File: config.mk
export PLATFORM = sky130hd
export DESIGN_NAME = ff_delay_line_flat
export DESIGN_NICKNAME = d
export VERILOG_FILES = /design/src/rtl/xilinx2asic_pkg.sv /design/src/rtl/ff_delay_line_if.sv /design/src/rtl/ff_delay_tap_mux.sv /design/src/rtl/ff_delay_line.sv /design/src/flat_wrapper.sv
export SDC_FILE = /design/constraint.sdc
export NUM_CORES = 1
export LEC_CHECK = 0
export ABC_CLOCK_PERIOD_IN_PS = 1900
export CAP_MARGIN = 5
export CORE_MARGIN = 3
export CORE_UTILIZATION = 57
export CTS_BUF_LIST = sky130_fd_sc_hd__clkbuf_4 sky130_fd_sc_hd__clkbuf_8
export DETAILED_ROUTE_END_ITERATION = 8
export HOLD_SLACK_MARGIN = 0.12
export PLACE_DENSITY = 0.84
export SKIP_CTS_REPAIR_TIMING = 1
export SLEW_MARGIN = 10
export SYNTH_ARGS = -nofsm -noshare
export SYNTH_HDL_FRONTEND = slang
export SYNTH_SLANG_ARGS = --single-unit
File: constraint.sdc
create_clock -name C -period 1.9 [get_ports C]
set_input_delay 0.38 -clock C [delete_from_list [all_inputs] [get_ports C]]
set_output_delay 0.38 -clock C [all_outputs]
set_load 0.01 [all_outputs]
File: src/rtl/xilinx2asic_pkg.sv
// rtl/xilinx2asic_pkg.sv - shared helpers for the xilinx2asic primitive-replacement library
package xilinx2asic_pkg;

    function automatic int clog2(input int value);
        int r;
        r = 0;
        while ((1 << r) < value) r++;
        return r;
    endfunction

    function automatic bit depth_addr_ok(input int depth, input int addr_w);
        return (depth >= 2) && (depth <= 64) && ((1 << addr_w) >= depth);
    endfunction

endpackage

File: src/rtl/ff_delay_line_if.sv
// rtl/ff_delay_line_if.sv - shift/tap bus of the addressable delay line
interface ff_delay_line_if #(
    parameter int WIDTH  = 1,
    parameter int ADDR_W = 4
);
    logic              CE;
    logic [WIDTH-1:0]  D;
    logic [ADDR_W-1:0] A;
    logic [WIDTH-1:0]  Q;
    logic [WIDTH-1:0]  QLAST;
    logic              Q_VALID;

    modport master (output CE, D, A, input Q, QLAST, Q_VALID);
    modport slave  (input CE, D, A, output Q, QLAST, Q_VALID);
endinterface

File: src/rtl/ff_delay_tap_mux.sv
// rtl/ff_delay_tap_mux.sv - WIDTH x DEPTH read mux with tap address clamp
module ff_delay_tap_mux #(
    parameter int WIDTH  = 1,
    parameter int DEPTH  = 16,
    parameter int ADDR_W = 4
) (
    input  logic [DEPTH*WIDTH-1:0] i_data,
    input  logic [ADDR_W-1:0]      i_addr,
    output logic [ADDR_W-1:0]      o_eff_addr,
    output logic [WIDTH-1:0]       o_data
);
    logic [ADDR_W-1:0] w_eff;

    // Out-of-range taps read the last stage so the output is never X.
    always_comb begin
        w_eff = (int'(i_addr) > DEPTH - 1) ? ADDR_W'(DEPTH - 1) : i_addr;
    end

    always_comb begin
        o_data = '0;
        for (int i = 0; i < DEPTH; i++) begin
            if (w_eff == ADDR_W'(i)) o_data = i_data[i*WIDTH +: WIDTH];
        end
    end

    assign o_eff_addr = w_eff;
endmodule

File: src/rtl/ff_delay_line.sv
// rtl/ff_delay_line.sv - addressable delay line with synchronous reset and fill tracking
module ff_delay_line
    import xilinx2asic_pkg::*;
#(
    parameter int               WIDTH   = 1,
    parameter int               DEPTH   = 16,
    parameter int               ADDR_W  = 4,
    parameter logic [WIDTH-1:0] INIT    = {WIDTH{1'b0}},
    parameter bit               REG_OUT = 1'b0
) (
    input  logic             C,
    input  logic             R,
    ff_delay_line_if.slave   bus
);
    localparam int CNT_W = clog2(DEPTH + 1);

    if (!depth_addr_ok(DEPTH, ADDR_W)) begin : g_bad_cfg
        $error("ff_delay_line: illegal DEPTH/ADDR_W combination");
    end

    logic [WIDTH-1:0]       r_stage     [DEPTH];
    logic [WIDTH-1:0]       w_stage_nxt [DEPTH];
    logic [CNT_W-1:0]       r_fill;
    logic [CNT_W-1:0]       w_fill_nxt;
    logic [DEPTH*WIDTH-1:0] w_flat_cur;
    logic [DEPTH*WIDTH-1:0] w_flat_nxt;

    always_comb begin
        w_stage_nxt = r_stage;
        w_fill_nxt  = r_fill;
        if (bus.CE) begin
            w_stage_nxt[0] = bus.D;
            for (int i = 1; i < DEPTH; i++) w_stage_nxt[i] = r_stage[i-1];
            if (r_fill != CNT_W'(DEPTH)) w_fill_nxt = r_fill + 1'b1;
        end
    end

    always_ff @(posedge C) begin
        if (R) begin
            for (int i = 0; i < DEPTH; i++) r_stage[i] <= INIT;
            r_fill <= '0;
        end else begin
            r_stage <= w_stage_nxt;
            r_fill  <= w_fill_nxt;
        end
    end

    for (genvar g = 0; g < DEPTH; g++) begin : g_flat
        assign w_flat_cur[g*WIDTH +: WIDTH] = r_stage[g];
        assign w_flat_nxt[g*WIDTH +: WIDTH] = w_stage_nxt[g];
    end

    if (REG_OUT) begin : g_reg_out
        logic [WIDTH-1:0]  w_tap_nxt;
        logic [ADDR_W-1:0] w_eff_nxt;
        logic [WIDTH-1:0]  r_q;
        logic [WIDTH-1:0]  r_qlast;
        logic              r_q_valid;

        // Loads from next-state every edge, so it adds no latency beyond sampling A.
        ff_delay_tap_mux #(.WIDTH(WIDTH), .DEPTH(DEPTH), .ADDR_W(ADDR_W)) u_mux (
            .i_data     (w_flat_nxt),
            .i_addr     (bus.A),
            .o_eff_addr (w_eff_nxt),
            .o_data     (w_tap_nxt)
        );

        always_ff @(posedge C) begin
            if (R) begin
                r_q       <= INIT;
                r_qlast   <= INIT;
                r_q_valid <= 1'b0;
            end else begin
                r_q       <= w_tap_nxt;
                r_qlast   <= w_stage_nxt[DEPTH-1];
                r_q_valid <= 32'(w_fill_nxt) > 32'(w_eff_nxt);
            end
        end

        assign bus.Q       = r_q;
        assign bus.QLAST   = r_qlast;
        assign bus.Q_VALID = r_q_valid;
    end else begin : g_comb_out
        logic [WIDTH-1:0]  w_tap;
        logic [ADDR_W-1:0] w_eff;

        ff_delay_tap_mux #(.WIDTH(WIDTH), .DEPTH(DEPTH), .ADDR_W(ADDR_W)) u_mux (
            .i_data     (w_flat_cur),
            .i_addr     (bus.A),
            .o_eff_addr (w_eff),
            .o_data     (w_tap)
        );

        assign bus.Q       = w_tap;
        assign bus.QLAST   = r_stage[DEPTH-1];
        assign bus.Q_VALID = 32'(r_fill) > 32'(w_eff);
    end
endmodule

File: src/flat_wrapper.sv
// flat-port wrapper written by rule: the top's interface ports become plain ports
module ff_delay_line_flat import xilinx2asic_pkg::*;
#(
    parameter int               WIDTH   = 1,
    parameter int               DEPTH   = 16,
    parameter int               ADDR_W  = 4,
    parameter logic [WIDTH-1:0] INIT    = {WIDTH{1'b0}},
    parameter bit               REG_OUT = 1'b0
)
  (C, R, bus_CE, bus_D, bus_A, bus_Q, bus_QLAST, bus_Q_VALID);
  ff_delay_line_if #(.WIDTH(WIDTH), .ADDR_W(ADDR_W)) bus_i ();
  input  logic C;
  input  logic R;
  input wire logic [$bits(bus_i.CE)-1:0] bus_CE;
  input wire logic [$bits(bus_i.D)-1:0] bus_D;
  input wire logic [$bits(bus_i.A)-1:0] bus_A;
  output wire logic [$bits(bus_i.Q)-1:0] bus_Q;
  output wire logic [$bits(bus_i.QLAST)-1:0] bus_QLAST;
  output wire logic [$bits(bus_i.Q_VALID)-1:0] bus_Q_VALID;
  assign bus_i.CE = bus_CE;
  assign bus_i.D = bus_D;
  assign bus_i.A = bus_A;
  assign bus_Q = bus_i.Q;
  assign bus_QLAST = bus_i.QLAST;
  assign bus_Q_VALID = bus_i.Q_VALID;
  ff_delay_line #(.WIDTH(WIDTH), .DEPTH(DEPTH), .ADDR_W(ADDR_W), .INIT(INIT), .REG_OUT(REG_OUT)) u_core (.C(C), .R(R), .bus(bus_i));
endmodule
## After elaboration in Yosys (flattened, before gate mapping)

Cells that the tools add are included.
W data, S select, Z words.

| storage, ports and cells | value |
|---|---|
| output and inout port bits | 3 |
| memories | 0 |
| bits in latches | 0 |
| logic and storage cells | 53 |
| flip-flop bits (word level) | 21 |
| memory bits (read-only) | 0 |
| memory bits (writable) | 0 |

| cells by class | value |
|---|---|
| reductions and logical operators | 2 |
| divide/modulo/power cells | 0 |
| mux-type cells | 16 |
| multipliers | 0 |
| $lt $le $gt $ge | 1 |
| eq/ne operators | 16 |
| shift operators | 0 |
| bitwise gates (word level) | 0 |
| $add $sub $neg | 1 |

Operators by type and width:

| kind | count |
|---|---|
| $eq A4 B4 Y1 const B | 8 |
| $eq A4 B3 Y1 const B | 4 |
| $mux W1 | 16 |
| $eq A4 B2 Y1 const B | 2 |
| $add A5 B1 Y5 const B | 1 |
| $gt A5 B4 Y1 | 1 |
| $ne A5 B5 Y1 const B | 1 |
| $eq A4 B1 Y1 const B | 1 |
| $logic_not A4 Y1 | 1 |
| $reduce_and A2 Y1 | 1 |

## Logic depth before layout (Yosys ltp)

| logic depth | value |
|---|---|
| word-level depth | 17 |
| mapped depth | 6 |
| gate-level depth less buffers | 6 |

## Modules after synthesis

Synthesis repeated with hierarchy kept, for this count alone.

| second synthesis, totals | value |
|---|---|
| cells, all modules | 114 |
| area, all modules | 1,114.8 um^2 |

By module, submodules not included:

| module | cells an instance | sequential area each (um^2) | instances | area an instance (um^2) |
|---|---|---|---|---|
| ff_delay_line | 94 | 420.4 | 1 | 914.6 |
| ff_delay_tap_mux | 20 | 0.0 | 1 | 200.2 |

## Worst setup path after synthesis

OpenSTA, ideal clock, no wires.

| path | value |
|---|---|
| path kind | input to output |
| start | input port bus_A[0] |
| end | output port bus_Q |
| slack | 289 ps |
| cell stages on the path | 4 |
| data required time | 1,520 ps |
| arrival | 1,231 ps |
| cells stage by stage | buf_6 mux4_1 nor3_1 a211oi_1 |

| on the way | value |
|---|---|
| word-level cells in the longest chain between the ends | 17 |
| elaborated cells between the ends (all ways) | 32 |
| classes of those cells | 15 x eq/ne; 16 x mux; 1 x reduce/logical |

Ends and longest elaborated chain:

| item | RTL line | source |
|---|---|---|
| start, declared | flat_wrapper.sv:16 | `input wire logic [$bits(bus_i.A)-1:0] bus_A;` |
| $logic_not A4 Y1 | ff_delay_tap_mux.sv:22 | `if (w_eff == ADDR_W'(i)) o_data = i_data[i*WIDTH +: WIDTH];` |
| $mux W1 (15 in a row) | ff_delay_tap_mux.sv:22 |  |
| $mux W1 * | ff_delay_tap_mux.sv:22 |  |
| end, declared | flat_wrapper.sv:17 | `output wire logic [$bits(bus_i.Q)-1:0] bus_Q;` |

Mark *: on every way between the ends. The rest lies on a longest branch, timed or not.

## Worst setup path after layout

| path | value |
|---|---|
| start | register u_core.r_stage[8] (netlist name) |
| end | output port bus_Q |

| on the way | value |
|---|---|
| word-level cells in the longest chain between the ends | 9 |

Ends and longest elaborated chain:

| item | RTL line | source |
|---|---|---|
| start, declared | ff_delay_line.sv:21 | `logic [WIDTH-1:0] r_stage [DEPTH];` |
| start signal, assigned | ff_delay_line.sv:43 | `r_stage <= w_stage_nxt;` |
| $mux W1 (9 in a row) | ff_delay_tap_mux.sv:22 |  |

Every way passes these cells.

==> flow_summary.ini <==
[outcome]
run_status = finished with violations
violations_in_the_final_reports = setup timing

[synth]
synth.yosys.warnings = 0
post_synth_inst_count = 102
synth_cell_types = 22
synthesized_net_count = 116
ys_seq_elements = 21
synth.yosys.seq_area_share = 0.408
avg_synthesized_cell_area_um2 = 10.1
synthesis.area_um2 = 1030

[setup_path]
timing.critical_path.from_type = flip-flop
worst_setup_path_end_kind = output port
timing.critical_path.depth = 4
largest_driver_fanout_on_the_critical_path = 3
critical_path_arrival_ps = 1590
critPathTopFamily = multiplexers
cpPeakStageDelay_ps = 500
rr_worst_depth = 7
crit_type = flip-flop to output port
crit_path_top_delay_cell = sky130_fd_sc_hd__mux4_2
critPathBufInv = 1
reg_to_reg_critical_path_startpoint = u_core.r_fill[1]
crit_required_ps = 1520
crit_path_cell_trace = mux4_2 > nor3_4 > a211oi_2 > buf_2
setup.worst_path.start = u_core.r_stage[8]

[min_path]
timing.hold.worst_path_depth = 2
worst_hold_startpoint = u_core.r_stage[9]
hold_path_class = flip-flop to flip-flop

[clock_network]
path_clk_slew_ps = 120
clock_insertion_delay_worst_skew_ps = 320
cts_buffer_depth = 2
ctsHtreeMaxLevel = 1
cts.sinks = 21
tritoncts = yes
cts.root.buffer_cell = sky130_fd_sc_hd__clkbuf_4
cts-buffers-inserted = 3

[floorplan]
chip_height_um = 48.5
std_cell_rows = 14
fp.dieArea_um2 = 2360
chipWidth_um = 48.5
initial_core_util = 0.647
boundaryPins = 11
core_area_um2 = 1590

[power_and_ir_drop]
static-leakage-power_nw = 0.621
ir_worst_vdd_uv = 583
pwr_density_cell_nw_per_um2 = 610

[place]
placed_cells = 145
placement.setup.worst_slack_ps = -875
place_congestion = 0.753
postPlaceCellArea_um2 = 1250
post_dp_hpwl_um = 1610
portbufs = 10

[grt]
largest_net_degree_at_the_start_of_global_routing = 22
overflow = 0
grt_pass1_vias = 837
wire_length_of_the_first_global_routing_pass_um = 3770
grt_antenna_before_repair = 0
groute.usage.overall = 0.204

[sta]
rsz0062_at_grt = yes
finalHoldViolations = 0
fin_worst_skew_ps = 1.71
whs_ps = 539
max_slew.worst_pin.slew_ps = 506
report.final.slew_viol_count = 0
max_freq_ghz = 0.507
crit_path_setup_slack_layout_ps = -70.7
setup_tns_final_ps = -70.7
report.final.setup_viol = 1
finalWorstPathRequiredPeriod_ps = 1970
timing.final.crit_share = 1.04
slew_headroom = 0.660

[final_layout]
finish.cell_count_without_fillers = 150
stdcell_area_um2 = 1350
antenna_cells_inserted = 0
nNetsFinal = 141
area_delta_synth_final_pct = 30.6
layout-drive-gt1-share = 0.317

[run]
timing.max_cap.violations = 0

[routing]
dr_total_vias = 848
ant_nets_after_route = 0
initialDrtViolationCount = 27
drt_drc_violations_left = 0
routedWlPerCell_um = 16.2
detail_route.vias_per_cell = 5.65
drt_first_pass_iters = 4
detail_route.wirelength_um = 2430
==> per-layer routing <==
| metal | part of all wire | vias to the layer above | track usage |
|---|---|---|---|
| li1 | - | 408 | - |
| met5 | 0 | - | 0 |
| met2 | 0.50 | 18 | 0.326 |
| met3 | 0.041 | 4 | 0.0706 |
| met4 | 0.016 | 0 | 0.0569 |
| met1 | 0.45 | 418 | 0.263 |
==> final timing paths <==
check | to | slack (ps)
min reg2reg | u_core.r_stage[9] | 540
max reg2reg | u_core.r_fill[1] | 290
min | u_core.r_stage[9] | 540
max | bus_Q | -70
==> placed cells by master (no fill, tap or decap), drive strengths merged, types with 2 or more instances in the layout <==
master          n
a21oi           2
buf            17
clkbuf          4
clkdlybuf4s50   4
dfxtp          21
dlymetal6s2s    3
ha              6
inv             6
mux2i          18
mux4            3
nand2           3
nand4           3
nor2           21
nor3            3
xor2            3
==> cell usage after synthesis <==
cell | instances | area (µm²)
sky130_fd_sc_hd__a211oi_1 | 1 | 7.51
sky130_fd_sc_hd__a21o_1 | 1 | 7.51
sky130_fd_sc_hd__a21oi_1 | 2 | 10.0
sky130_fd_sc_hd__a311oi_1 | 1 | 8.76
sky130_fd_sc_hd__buf_2 | 2 | 10.0
sky130_fd_sc_hd__buf_6 | 1 | 11.3
sky130_fd_sc_hd__clkbuf_1 | 2 | 7.51
sky130_fd_sc_hd__dfxtp_1 | 21 | 420
sky130_fd_sc_hd__ha_1 | 6 | 75.1
sky130_fd_sc_hd__inv_1 | 6 | 22.5
sky130_fd_sc_hd__mux2_2 | 1 | 11.3
sky130_fd_sc_hd__mux2i_1 | 18 | 180
sky130_fd_sc_hd__mux4_1 | 3 | 78.8
sky130_fd_sc_hd__nand2_1 | 3 | 11.3
sky130_fd_sc_hd__nand4_1 | 3 | 18.8
sky130_fd_sc_hd__nor2_1 | 21 | 78.8
sky130_fd_sc_hd__nor3_1 | 3 | 15.0
sky130_fd_sc_hd__o21ai_0 | 1 | 5.00
sky130_fd_sc_hd__o311ai_0 | 1 | 8.76
sky130_fd_sc_hd__o31ai_1 | 1 | 7.51
sky130_fd_sc_hd__xnor2_1 | 1 | 8.76
sky130_fd_sc_hd__xor2_1 | 3 | 26.3
==> report_power, final <==
part	switching (W)	internal (W)	total, W
clock	0.000148	0.0000805	0.000229
combinational	0.0000668	0.0000715	0.000138
sequential	0.00000607	0.000448	0.000454
total	0.000221	0.000600	0.000821
==> area by class of cell <==
class,instances,area (µm²)
multi-input cells,70,619
clock inverters,1,7.51
well taps,24,30.0
fillers,89,248
inverters,6,22.5
clock buffers,3,22.5
repair buffers,25,218
flip-flops and latches,21,427
==> metrics by stage <==
| stage | utilization | total power, W |
|---|---|---|
| after CTS | 0.803 | 0.000814 |
| after global routing | 0.845 | 0.000870 |
| final | 0.845 | 0.000821 |
| after global placement | 0.784 | 0.000581 |
| after floorplan | - | 0.000527 |
| after detailed placement | 0.784 | 0.000589 |
==> cell families (layout without fill, tap and decap cells) <==
kind of cell	Yosys count	after routing	synth area share
AND/OR/NAND/NOR	30	30	0.120
adder cells (fa/ha/maj)	6	6	0.0728
AO/OA/AOI/OAI	8	8	0.0534
multiplexers	22	22	0.262
buffers and inverters	11	35	0.0498
flip-flops	21	21	0.408
XOR/XNOR	4	4	0.0340
==> flip-flops by register name, summed over array words and instances, names as in the netlist <==
register and cells:
u_core.r_fill 5, u_core.r_stage 15, u_core.bus.QLAST 1
==> worst register-to-register path, stage by stage, from the launching register on <==
cell	delay, ps
sky130_fd_sc_hd__dfxtp_2	360
sky130_fd_sc_hd__buf_4	150
sky130_fd_sc_hd__inv_1	50
sky130_fd_sc_hd__ha_1	150
sky130_fd_sc_hd__nand2_1	70
sky130_fd_sc_hd__o31ai_1	440
sky130_fd_sc_hd__mux2i_1	250
sky130_fd_sc_hd__nor2_1	50
No activity file was read; power rests on OpenSTA's default activity.
